<file path="src/rtl/alu_arbiter_if.sv">
// alu_arbiter_if: requester, shared-ALU and status signals of the two-port ALU arbiter
interface alu_arbiter_if;
    logic       req0, req1;
    logic [2:0] op0, op1;
    logic [7:0] a0, b0, a1, b1;
    logic [7:0] alu_result;
    logic       alu_zero;
    logic [2:0] alu_op;
    logic [7:0] alu_a, alu_b;
    logic       gnt0, gnt1;
    logic       done0, done1;
    logic [7:0] result_out;
    logic       zero_out;
    logic       err;
    logic       busy;

    modport slave (
        input  req0, req1, op0, op1, a0, b0, a1, b1, alu_result, alu_zero,
        output alu_op, alu_a, alu_b, gnt0, gnt1, done0, done1, result_out, zero_out, err, busy
    );

    modport master (
        output req0, req1, op0, op1, a0, b0, a1, b1, alu_result, alu_zero,
        input  alu_op, alu_a, alu_b, gnt0, gnt1, done0, done1, result_out, zero_out, err, busy
    );
endinterface

</file>
<file path="src/rtl/alu_arbiter.sv">
// alu_arbiter: round-robin arbiter sharing one external ALU between two requesters
module alu_arbiter (
    input logic          clk,
    input logic          reset,
    alu_arbiter_if.slave bus
);
    typedef enum logic [1:0] {IDLE, ISSUE, WAIT, DONE} state_t;

    state_t     state;
    logic       last, owner;
    logic [2:0] op_l;
    logic [7:0] a_l, b_l;
    logic       win, valid_w, valid_l;
    logic [2:0] op_w;
    logic [7:0] a_w, b_w;

    // pick the winner (alternate on contention) and classify opcodes
    always_comb begin
        win     = (bus.req0 & bus.req1) ? ~last : bus.req1;
        op_w    = win ? bus.op1 : bus.op0;
        a_w     = win ? bus.a1 : bus.a0;
        b_w     = win ? bus.b1 : bus.b0;
        valid_w = (op_w != 3'b000) && (op_w != 3'b111);
        valid_l = (op_l != 3'b000) && (op_l != 3'b111);
    end

    // IDLE -> ISSUE -> WAIT -> DONE sequencer with registered outputs
    always_ff @(posedge clk) begin
        if (reset) begin
            state          <= IDLE;
            last           <= 1'b1;
            owner          <= 1'b0;
            op_l           <= '0;
            a_l            <= '0;
            b_l            <= '0;
            bus.alu_op     <= '0;
            bus.alu_a      <= '0;
            bus.alu_b      <= '0;
            bus.gnt0       <= 1'b0;
            bus.gnt1       <= 1'b0;
            bus.done0      <= 1'b0;
            bus.done1      <= 1'b0;
            bus.result_out <= '0;
            bus.zero_out   <= 1'b0;
            bus.err        <= 1'b0;
            bus.busy       <= 1'b0;
        end else begin
            case (state)
                IDLE: if (bus.req0 | bus.req1) begin
                    state      <= ISSUE;
                    last       <= win;
                    owner      <= win;
                    op_l       <= op_w;
                    a_l        <= a_w;
                    b_l        <= b_w;
                    bus.gnt0   <= ~win;
                    bus.gnt1   <= win;
                    bus.busy   <= 1'b1;
                    bus.alu_op <= valid_w ? op_w : 3'b000;
                    bus.alu_a  <= a_w;
                    bus.alu_b  <= b_w;
                end
                ISSUE: begin
                    state    <= WAIT;
                    bus.gnt0 <= 1'b0;
                    bus.gnt1 <= 1'b0;
                end
                WAIT: begin
                    state          <= DONE;
                    bus.alu_op     <= '0;
                    bus.alu_a      <= '0;
                    bus.alu_b      <= '0;
                    bus.result_out <= (!valid_l || (op_l == 3'b011 && a_l == b_l)) ? 8'h00 : bus.alu_result;
                    bus.zero_out   <= (op_l == 3'b110) && bus.alu_zero;
                    bus.err        <= !valid_l;
                    bus.done0      <= ~owner;
                    bus.done1      <= owner;
                end
                DONE: begin
                    state     <= IDLE;
                    bus.done0 <= 1'b0;
                    bus.done1 <= 1'b0;
                    bus.busy  <= 1'b0;
                end
                default: state <= IDLE;
            endcase
        end
    end
endmodule

</file>
<file path="src/flat_wrapper.sv">
// flat-port wrapper written by rule: the top's interface ports become plain ports
module alu_arbiter_flat 
  (clk, reset, bus_req0, bus_req1, bus_op0, bus_op1, bus_a0, bus_b0, bus_a1, bus_b1, bus_alu_result, bus_alu_zero, bus_alu_op, bus_alu_a, bus_alu_b, bus_gnt0, bus_gnt1, bus_done0, bus_done1, bus_result_out, bus_zero_out, bus_err, bus_busy);
  alu_arbiter_if bus_i ();
  input logic clk;
  input logic reset;
  input wire logic [$bits(bus_i.req0)-1:0] bus_req0;
  input wire logic [$bits(bus_i.req1)-1:0] bus_req1;
  input wire logic [$bits(bus_i.op0)-1:0] bus_op0;
  input wire logic [$bits(bus_i.op1)-1:0] bus_op1;
  input wire logic [$bits(bus_i.a0)-1:0] bus_a0;
  input wire logic [$bits(bus_i.b0)-1:0] bus_b0;
  input wire logic [$bits(bus_i.a1)-1:0] bus_a1;
  input wire logic [$bits(bus_i.b1)-1:0] bus_b1;
  input wire logic [$bits(bus_i.alu_result)-1:0] bus_alu_result;
  input wire logic [$bits(bus_i.alu_zero)-1:0] bus_alu_zero;
  output wire logic [$bits(bus_i.alu_op)-1:0] bus_alu_op;
  output wire logic [$bits(bus_i.alu_a)-1:0] bus_alu_a;
  output wire logic [$bits(bus_i.alu_b)-1:0] bus_alu_b;
  output wire logic [$bits(bus_i.gnt0)-1:0] bus_gnt0;
  output wire logic [$bits(bus_i.gnt1)-1:0] bus_gnt1;
  output wire logic [$bits(bus_i.done0)-1:0] bus_done0;
  output wire logic [$bits(bus_i.done1)-1:0] bus_done1;
  output wire logic [$bits(bus_i.result_out)-1:0] bus_result_out;
  output wire logic [$bits(bus_i.zero_out)-1:0] bus_zero_out;
  output wire logic [$bits(bus_i.err)-1:0] bus_err;
  output wire logic [$bits(bus_i.busy)-1:0] bus_busy;
  assign bus_i.req0 = bus_req0;
  assign bus_i.req1 = bus_req1;
  assign bus_i.op0 = bus_op0;
  assign bus_i.op1 = bus_op1;
  assign bus_i.a0 = bus_a0;
  assign bus_i.b0 = bus_b0;
  assign bus_i.a1 = bus_a1;
  assign bus_i.b1 = bus_b1;
  assign bus_i.alu_result = bus_alu_result;
  assign bus_i.alu_zero = bus_alu_zero;
  assign bus_alu_op = bus_i.alu_op;
  assign bus_alu_a = bus_i.alu_a;
  assign bus_alu_b = bus_i.alu_b;
  assign bus_gnt0 = bus_i.gnt0;
  assign bus_gnt1 = bus_i.gnt1;
  assign bus_done0 = bus_i.done0;
  assign bus_done1 = bus_i.done1;
  assign bus_result_out = bus_i.result_out;
  assign bus_zero_out = bus_i.zero_out;
  assign bus_err = bus_i.err;
  assign bus_busy = bus_i.busy;
  alu_arbiter u_core (.clk(clk), .reset(reset), .bus(bus_i));
endmodule
</file>
<file path="config.mk">
export PLATFORM = sky130hd
export DESIGN_NAME = alu_arbiter_flat
export DESIGN_NICKNAME = d
export VERILOG_FILES = /design/src/rtl/alu_arbiter_if.sv /design/src/rtl/alu_arbiter.sv /design/src/flat_wrapper.sv
export SDC_FILE = /design/constraint.sdc
export NUM_CORES = 1
export LEC_CHECK = 0
export ABC_AREA = 1
export CAP_MARGIN = 20
export CORE_MARGIN = 5
export CORE_UTILIZATION = 48
export CTS_BUF_LIST = sky130_fd_sc_hd__clkbuf_8
export CTS_CLUSTER_DIAMETER = 80
export DETAILED_ROUTE_END_ITERATION = 10
export PLACE_DENSITY_LB_ADDON = 0.1
export SETUP_SLACK_MARGIN = 0.5
export SLEW_MARGIN = 20
export SYNTH_ARGS = -nofsm -noshare
export SYNTH_HDL_FRONTEND = slang
export SYNTH_SLANG_ARGS = --single-unit
</file>
<file path="constraint.sdc">
create_clock -name clk -period 1.8 [get_ports clk]
set_input_delay 0.54 -clock clk [delete_from_list [all_inputs] [get_ports clk]]
set_output_delay 0.54 -clock clk [all_outputs]
set_load 0.02 [all_outputs]
</file>
==> results by group, run 1 <==
Setup path
  • Flop2flop setup slack: 0.28 ns
  • Setup crit start: u_core.state[0]$_SDFFE_PP0P_
  • Most frequent CP cell: buf_4
  • R2r worst-path depth: 8
  • Critical Path, Cell by Cell: inv_4 -> ha_4 -> buf_4 -> buf_4 -> o21ai_4 -> buf_12 -> nand2_1 -> a21oi_2
  • CP top delay family: buffers and inverters
  • Worst path arrival time: 1.78 ns
  • CP peak stage delay: 0.35 ns
  • CP Class: reg2reg
  • CP Max Fanout: 19
  • CP required: 2.06 ns
  • Critical path's slowest cell: dfxtp_2
  • Worst Setup Start Kind: flip-flop
  • Reg2reg end: u_core.bus.alu_a[0]$_SDFFE_PP0P_
  • Crit end category: flip-flop
  • Buf/Inv on CP: 4
  • Launch point of the worst reg-to-reg path: u_core.state[0]$_SDFFE_PP0P_

GRT
  • Tot GR Track Use: 0.2261
  • Most Used Layer, Global Route: met2
  • First-pass GRT wire length: 13230 um
  • Largest net degree at the start of global routing: 42
  • Vias in the first global route: 2910
  • GR Util met1: 0.2533
  • GR Util met2: 0.4050
  • Initial antenna violation count: 0
  • GRT overflow: 0
  • GR Layer Usage met3: 0.07066

Synth
  • Ys Warns: 0
  • Primary FF master, synth: dfxtp_1
  • Post-synth top area share: 0.4266
  • Leading area contributor after synthesis: dfxtp_1
  • Synth Cell Area: 0.002675 sq mm
  • Register bit total from synthesis: 57
  • Commonest cells post-synth: nand2_1, dfxtp_1, a21oi_1
  • Netlist cell types: 26
  • Asr flop ratio synth: 0
  • Sequential area share after synthesis: 0.4266
  • Top cells by area, synth: dfxtp_1, nand2_1, a21oi_1
  • Post-synth EDFFs: 0
  • Cell count after synthesis: 380
  • Syn Area/Cell: 7.040 sq um
  • Syn_nets: 436
  • Count leader, synth: nand2_1

Floorplanning
  • Vert. Die Dim: 84.65 um
  • Die Span X: 84.65 um
  • Core area: 0.005473 sq mm
  • IO Count: 85
  • Full die area: 0.007166 sq mm
  • Rows: 27
  • Initial Util: 0.4888

Timing
  • Slew Viols, Final: 0
  • Post-layout minimum cycle time: 1.521 ns
  • Setup-failing EPs final: 0
  • Worst slew pin tran: 0.2629 ns
  • TNS Setup: 0 ns
  • Fmax: 657.4 MHz
  • Final cycle utilization of the critical path: 0.8450
  • PnR worst setup slack: 0.2789 ns
  • Hold Vio Cnt, Final: 0
  • Worst-case clock skew: 0.009226 ns
  • RSZ-0062 raised after global routing: yes
  • Slew headroom: 0.8247

Clock tree
  • CTS tree: done
  • H-tree depth: 3
  • Root buf cell: clkbuf_8
  • Clk_lat worst skew: 0.34 ns
  • Clock Tree Buf Depth: 2
  • Clk slew on worst S/H paths: 0.07 ns
  • Inserted Clock Buffers: 9
  • CTS sink count: 57

Placed design
  • RePlAce Congestion: 0.8178
  • Pre-CTS worst setup slack: -0.2442 ns
  • Inst Count DP: 534
  • Hpwl dp: 5030 um
  • Number of I/O port buffers: 84

Route
  • First-pass DRT Iterations: 5
  • Antenna Violating Nets Remaining: 0
  • Final WL: 9618 um
  • Number of remaining DRC errors: 0
  • WL per Instance: 16.58 um
  • Via density: 5.217
  • Iteration-0 DRC Markers: 207
  • Vias: 3026

Run
  • MaxCap Viol Count: 0

Cells and area
  • Fillers: 337
  • Non-filler cells, final: 580
  • Share of layout cells above drive strength 1: 0.4094
  • Synthesis-to-layout area growth: 71.70%
  • Nets@finish: 559
  • Diode count: 0

Power and ir drop
  • Pwr Total: 0.006459 W
  • Lkg Pwr: 1.990 nW
  • Worst VDD drop: 1.092 mV
  • Pwr per Cell Area: 1406 mW/mm^2

Min path
  • Hold EP: u_core.bus.alu_a[3]$_SDFFE_PP0P_
  • Worst Hold Class: reg2reg
  • Min-delay src: u_core.bus.alu_a[3]$_SDFFE_PP0P_
  • Worst hold stages: 2

Run status
  • Outcome: completed
[logic make-up after synthesis]
kind of cell	after synthesis	share of synthesized area
flip-flops	57	0.4266
AND/OR/NAND/NOR	160	0.2470
XOR/XNOR	3	0.009824
AO/OA/AOI/OAI	90	0.1843
buffers and inverters	65	0.1090
adder cells (fa/ha/maj)	5	0.02339
[cells in the final DEF, fill, tap and decap left out, types with 8 or more instances in the layout]
cell,instances
o21ai_2,11
inv_1,37
nor2_4,8
clkdlybuf4s50_1,48
o21a_1,10
dfxtp_1,16
clkbuf_8,11
nor2_2,13
nand2_1,95
nand3_1,12
a21oi_1,49
nor2_1,16
buf_6,40
dfxtp_2,39
buf_4,30
[area by class of cell]
cell class                      count  area, sq um  share of cell area
Clock buffer                       11        151.4             0.03296
Clock inverter                      5        53.80             0.01171
Inverter                           46        195.2             0.04250
Multi-Input combinational cell    258         1510              0.3288
Sequential cell                    57         1197              0.2607
Tap cell                           72        90.09             0.01961
Timing Repair Buffer              130         1386              0.3018
Timing Repair inverter              1        8.758            0.001907
[layer usage]
metal	vias to the layer above	share of wire
li1	1452	-
met3	35	0.065
met2	138	0.53
met1	1401	0.37
met4	0	0.031
met5	-	0
[timing repair]
action,4_1_cts,5_1_grt
buffers inserted,13,13
hold buffers,0,0
gates cloned,2,2
resized for setup,295,57
endpoints found under the setup margin,89,90
pin swaps,22,15
[through the flow]
step                      utilization  hold slack [ns]  area (sq um)
after global routing           0.8393           0.4746          4593
after global placement         0.6728           0.4486          3682
after floorplan                     -           0.4393          2716
final                          0.8393           0.4629          4593
after CTS                      0.7801           0.4650          4269
after detailed placement       0.6728           0.4541          3682
[worst max path at each step]
stage | endpoint | slack, ns | depth (start not counted)
4_1_cts | u_core.bus.alu_a[3]$_SDFFE_PP0P_ | 0.39 | 10
3_5_place_dp | u_core.bus.alu_op[2]$_SDFFE_PP0P_ | -0.24 | 9
6_report | u_core.bus.alu_a[0]$_SDFFE_PP0P_ | 0.28 | 8
2_1_floorplan | u_core.bus.alu_b[6]$_SDFFE_PP0P_ | 0.43 | 8
3_3_place_gp | u_core.bus.alu_b[1]$_SDFFE_PP0P_ | -0.23 | 8
5_1_grt | u_core.bus.alu_b[0]$_SDFFE_PP0P_ | 0.23 | 8
[power by group]
group | switching, W | internal [W] | total, W
combinational | 0.00178 | 0.00159 | 0.00337
sequential | 0.000232 | 0.00161 | 0.00184
clock | 0.000532 | 0.000710 | 0.00124
total | 0.00255 | 0.00391 | 0.00646
[registers in the layout (all words and copies together), names as in the netlist, 2 cells and up]
signal and flops:
u_core.a_l 8, u_core.b_l 8, u_core.bus.alu_a 8, u_core.bus.alu_b 8, u_core.bus.result_out 8, u_core.bus.alu_op 3
u_core.op_l 3, u_core.state 2
[worst min-delay path: cells and delay by family (launching register included)]
family,cells,cell delay [ns]
and+or+nand+nor,1,0.06
AOI/OAI and AO/OA,1,0.05
DFF,1,0.32
Note: power is estimated with default switching activity, not from simulation.
==> run 2: changes to the inputs <==
- clock period: 1.8 -> 1.6 ns (I/O delays scaled with it)
==> results by group, run 2 (synthesis gave the netlist of run 1 again) <==
Timing
  • Final cycle utilization of the critical path: 0.9161
  • Fmax: 682.2 MHz
  • PnR worst setup slack: 0.1343 ns
  • Setup-failing EPs final: 0
  • Slew headroom: 0.8086
  • TNS Setup: 0 ns
  • Slew Viols, Final: 0
  • Worst-case clock skew: 0.007877 ns
  • RSZ-0062 raised after global routing: yes
  • Worst slew pin tran: 0.2871 ns
  • Hold Vio Cnt, Final: 0
  • Post-layout minimum cycle time: 1.466 ns

Cells and area
  • Sequential cell area: 0.001195 sq mm
  • Area of the multi-input gates: 0.001612 sq mm
  • Nets@finish: 576
  • Most frequent cells in the layout: nand2_1, clkdlybuf4s50_1, buf_6
  • Commonest non-fill, non-tap cell in the layout: nand2_1
  • Synthesis-to-layout area growth: 80.92%
  • Share of layout cells above drive strength 1: 0.4408
  • Non-filler cells, final: 596
  • Diode count: 0
  • Fillers: 266

GRT
  • Tot GR Track Use: 0.2375
  • Vias in the first global route: 2865
  • Largest net degree at the start of global routing: 24
  • First-pass GRT wire length: 13550 um
  • Initial antenna violation count: 0
  • GRT overflow: 0

Power and ir drop
  • Switching Share: 0.3988
  • Cell Int Power: 0.004677 W
  • Logic gate share of total power: 0.554
  • Worst VDD drop: 1.438 mV
  • Clock power share: 0.177
  • Lkg Pwr: 2.097 nW
  • Pwr per Cell Area: 1608 mW/mm^2
  • Flop pwr share: 0.269
  • Switch Pwr: 0.003103 W

Setup path
  • Crit end category: flip-flop
  • Worst Setup Start Kind: flip-flop
  • CP Class: reg2reg
  • CP Max Fanout: 7
  • Worst path arrival time: 1.74 ns
  • CP required: 1.87 ns
  • Flop2flop setup slack: 0.13 ns

Placed design
  • Pre-CTS worst setup slack: -0.4881 ns
  • Number of I/O port buffers: 84
  • RePlAce Congestion: 0.8426
  • Inst Count DP: 538
  • Hpwl dp: 5237 um

Route
  • Number of remaining DRC errors: 0
  • Antenna Violating Nets Remaining: 0
  • First-pass DRT Iterations: 5
  • Final WL: 10970 um
  • Iteration-0 DRC Markers: 178
  • Vias: 3237
  • WL per Instance: 18.41 um
  • Via density: 5.431

Min path
  • Worst Hold Class: reg2reg

Floorplanning
  • Core area: 0.005473 sq mm
  • Die Span X: 84.65 um
  • Rows: 27
  • Vert. Die Dim: 84.65 um
  • Full die area: 0.007166 sq mm
  • IO Count: 85
  • Initial Util: 0.4888

Run
  • MaxCap Viol Count: 0

Clock tree
  • Clock Tree Buf Depth: 2
  • Clk_lat worst skew: 0.34 ns
  • Clk slew on worst S/H paths: 0.07 ns
  • Inserted Clock Buffers: 9
  • CTS tree: done
  • CTS sink count: 57
  • H-tree depth: 3
  • Root buf cell: clkbuf_8

Run status
  • Outcome: completed
-- run 2: power by group through the flow --
| stage | clock, W | combinational (W) | sequential (W) |
|---|---|---|---|
| floorplan | 0 | 0.00146 | 0.00217 |
| global placement | 0 | 0.00256 | 0.00197 |
| detailed placement | 0 | 0.00259 | 0.00198 |
| CTS | 0.00136 | 0.00350 | 0.00204 |
| global route | 0.00145 | 0.00451 | 0.00212 |
| finish | 0.00138 | 0.00431 | 0.00210 |
-- run 2: final timing paths --
check                                    from  cells after the start                          endpoint
max              u_core.state[0]$_SDFFE_PP0P_                      9       u_core.op_l[0]$_SDFFE_PP0P_
min          u_core.bus.alu_a[4]$_SDFFE_PP0P_                      2  u_core.bus.alu_a[4]$_SDFFE_PP0P_
max reg2reg      u_core.state[0]$_SDFFE_PP0P_                      9       u_core.op_l[0]$_SDFFE_PP0P_
min reg2reg  u_core.bus.alu_a[4]$_SDFFE_PP0P_                      2  u_core.bus.alu_a[4]$_SDFFE_PP0P_
-- run 2: critical path, stage by stage, from the launching register on --
cell and delay (ns):
dfxtp_4 0.36, inv_4 0.07, ha_4 0.15, inv_4 0.05, nor2_4 0.16, buf_12 0.16
buf_4 0.11, buf_6 0.11, o21ai_1 0.08, a21oi_1 0.13
-- run 2: metrics by stage --
step / hold slack [ns] / cell area, sq um / power (W) / utilization
3_3_place_gp: 0.4487 / 3717 / 0.004535 / 0.6792
2_1_floorplan: 0.4393 / 2741 / 0.003634 / -
5_1_grt: 0.4842 / 4840 / 0.008078 / 0.8843
6_report: 0.4679 / 4840 / 0.007781 / 0.8843
3_5_place_dp: 0.4515 / 3717 / 0.004577 / 0.6792
4_1_cts: 0.4675 / 4447 / 0.006895 / 0.8125
-- run 2: area by class of cell --
type	instances	area share
Multi-Input combinational cell	261	0.3330
Timing Repair Buffer	145	0.3201
Sequential cell	57	0.2469
Inverter	46	0.04111
Clock buffer	11	0.03128
Tap cell	72	0.01861
Clock inverter	4	0.009049
-- run 2: what timing repair did --
action,CTS,global route
resized for setup,290,80
pin swaps,15,37
hold endpoints to repair,0,0
setup endpoints to repair,91,91
setup buffers,18,18
hold buffers,0,0
gates cloned,5,2
-- run 2: layer usage --
layer / global-route usage / wire [um] / part of all wire
met3: 0.04809 / 732 / 0.067
met5: 0 / 0 / 0
met1: 0.2768 / 4029 / 0.37
met4: 0.1022 / 663 / 0.060
met2: 0.4192 / 5548 / 0.51
==> run 3: changes to the inputs <==
- PLACE_DENSITY: unset -> 0.83
- PLACE_DENSITY_LB_ADDON: 0.1 -> unset
- SLEW_MARGIN: 20 -> 0
==> results by group, run 3 (synthesis gave the netlist of run 1 again) <==
Setup path
  • Crit end category: flip-flop
  • Critical Path, Cell by Cell: clkdlybuf4s15_2 -> nand2_4 -> nand2_8 -> o21ai_2 -> inv_1 -> a21oi_1 -> nand2_1 -> a21oi_2
  • CP Max Fanout: 10
  • Critical path's slowest cell: o21ai_2
  • Worst Setup Start Kind: input port
  • CP required: 1.89 ns
  • Launch point of the worst reg-to-reg path: u_core.last$_SDFFE_PP1P_
  • CP peak stage delay: 0.32 ns
  • Setup crit start: bus_req0
  • Worst path arrival time: 1.91 ns
  • CP Class: in2reg

Timing
  • Hold Vio Cnt, Final: 0
  • Final cycle utilization of the critical path: 1.013
  • Fmax: 617.2 MHz
  • WHS: 0.4884 ns
  • Post-layout minimum cycle time: 1.620 ns
  • Worst-case clock skew: 0.01355 ns
  • Slew headroom: 0.7721
  • PnR worst setup slack: -0.02034 ns
  • Slew Viols, Final: 0
  • RSZ-0062 raised after global routing: yes
  • Setup-failing EPs final: 1
  • Worst slew pin tran: 0.3417 ns

Cells and area
  • Most frequent cells in the layout: nand2_1, clkdlybuf4s50_1, buf_6
  • Sequential cell area: 0.001202 sq mm
  • Fin area: 0.005144 sq mm
  • Share of layout cells above drive strength 1: 0.5570
  • Commonest non-fill, non-tap cell in the layout: nand2_1
  • Diode count: 0
  • Fillers: 166
  • Synthesis-to-layout area growth: 92.28%
  • Nets@finish: 586
  • Area of the multi-input gates: 0.001779 sq mm

Route
  • Final WL: 14150 um
  • Antenna Violating Nets Remaining: 0
  • WL per Instance: 23.30 um
  • Number of remaining DRC errors: 0
  • Iteration-0 DRC Markers: 401
  • Vias: 3653
  • First-pass DRT Iterations: 5
  • Via density: 6.018

Power and ir drop
  • Worst VDD drop: 1.827 mV
  • Pwr Total: 0.008625 W
  • Pwr per Cell Area: 1677 mW/mm^2
  • Lkg Pwr: 2.182 nW

Floorplanning
  • Initial Util: 0.4888
  • Vert. Die Dim: 84.65 um
  • Rows: 27
  • Full die area: 0.007166 sq mm
  • Core area: 0.005473 sq mm
  • IO Count: 85
  • Die Span X: 84.65 um

Placed design
  • Hpwl dp: 5430 um
  • Cell Area, Placed: 0.003757 sq mm
  • Number of I/O port buffers: 84
  • RePlAce Congestion: 0.8509

Clock tree
  • Clk_lat worst skew: 0.36 ns
  • H-tree depth: 3
  • Root buf cell: clkbuf_8
  • Clock Tree Buf Depth: 2
  • Clk slew on worst S/H paths: 0.07 ns
  • CTS tree: done
  • Inserted Clock Buffers: 9
  • CTS sink count: 57

GRT
  • Largest net degree at the start of global routing: 17
  • Initial antenna violation count: 0
  • Vias in the first global route: 3443
  • Tot GR Track Use: 0.3041
  • GRT overflow: 0
  • First-pass GRT wire length: 16930 um

Run status
  • Outcome: finished with violations
  • Failing checks: negative setup slack

Run
  • MaxCap Viol Count: 0

Min path
  • Min-delay src: u_core.bus.alu_b[4]$_SDFFE_PP0P_
  • Worst Hold Class: reg2reg
==> run 3: area by class of cell <==
class | instances | area share
Clock inverter | 6 | 0.01119
Inverter | 46 | 0.04014
Multi-Input combinational cell | 258 | 0.3459
Clock buffer | 10 | 0.02676
Tap cell | 72 | 0.01751
Timing Repair Buffer | 156 | 0.3213
Timing Repair inverter | 2 | 0.003405
Sequential cell | 57 | 0.2338
==> run 3: per-layer routing <==
layer / share of wire / vias up / wire length, um / global-route usage
met1: 0.34 / 1697 / 4873 / 0.3101
met5: 0 / - / 0 / 0
met3: 0.087 / 113 / 1230 / 0.09617
met2: 0.49 / 332 / 6874 / 0.5317
li1: - / 1511 / - / -
met4: 0.083 / 0 / 1167 / 0.1971
==> run 3: per-stage QoR <==
stage / setup TNS (ns) / setup slack [ns] / utilization / cells
finish: -0.02034 / -0.02034 / 0.9399 / 607
global route: -0.05362 / -0.05362 / 0.9399 / 607
CTS: 0 / 0.1631 / 0.8418 / 581
detailed placement: -15.09 / -0.4336 / 0.6866 / 540
global placement: -14.36 / -0.4192 / 0.6866 / 540
floorplan: 0 / 0.2906 / - / 380
==> run 3: path summary, 6_finish.rpt <==
kind,end,slack (ns),cells past startpoint
hold / removal,u_core.bus.alu_b[4]$_SDFFE_PP0P_,0.49,2
hold reg to reg,u_core.bus.alu_b[4]$_SDFFE_PP0P_,0.49,2
setup reg to reg,u_core.bus.alu_op[2]$_SDFFE_PP0P_,-0.02,8
setup / recovery,u_core.bus.alu_op[2]$_SDFFE_PP0P_,-0.02,8
==> run 3: critical path, delay by kind of cell <==
kind	cells	cell delay, ns
compound gates	3	0.66
buf+inv	2	0.39
simple gates	3	0.39
==> run 3: timing repair <==
action                                  4_1_cts  5_1_grt
hold endpoints to repair                      0        0
endpoints found under the setup margin       91       91
buffers inserted                             22       25
gates cloned                                  3        1
pin swaps                                    37       39
hold buffers                                  0        0
gates resized for setup                     351       93
==> run 3: power breakdown <==
group          switching [W]  internal [W]  leakage [nW]  total [W]
Clock               0.000657      0.000750         0.102    0.00141
Sequential          0.000315       0.00182         0.485    0.00213
Combinational        0.00274       0.00235          1.60    0.00509
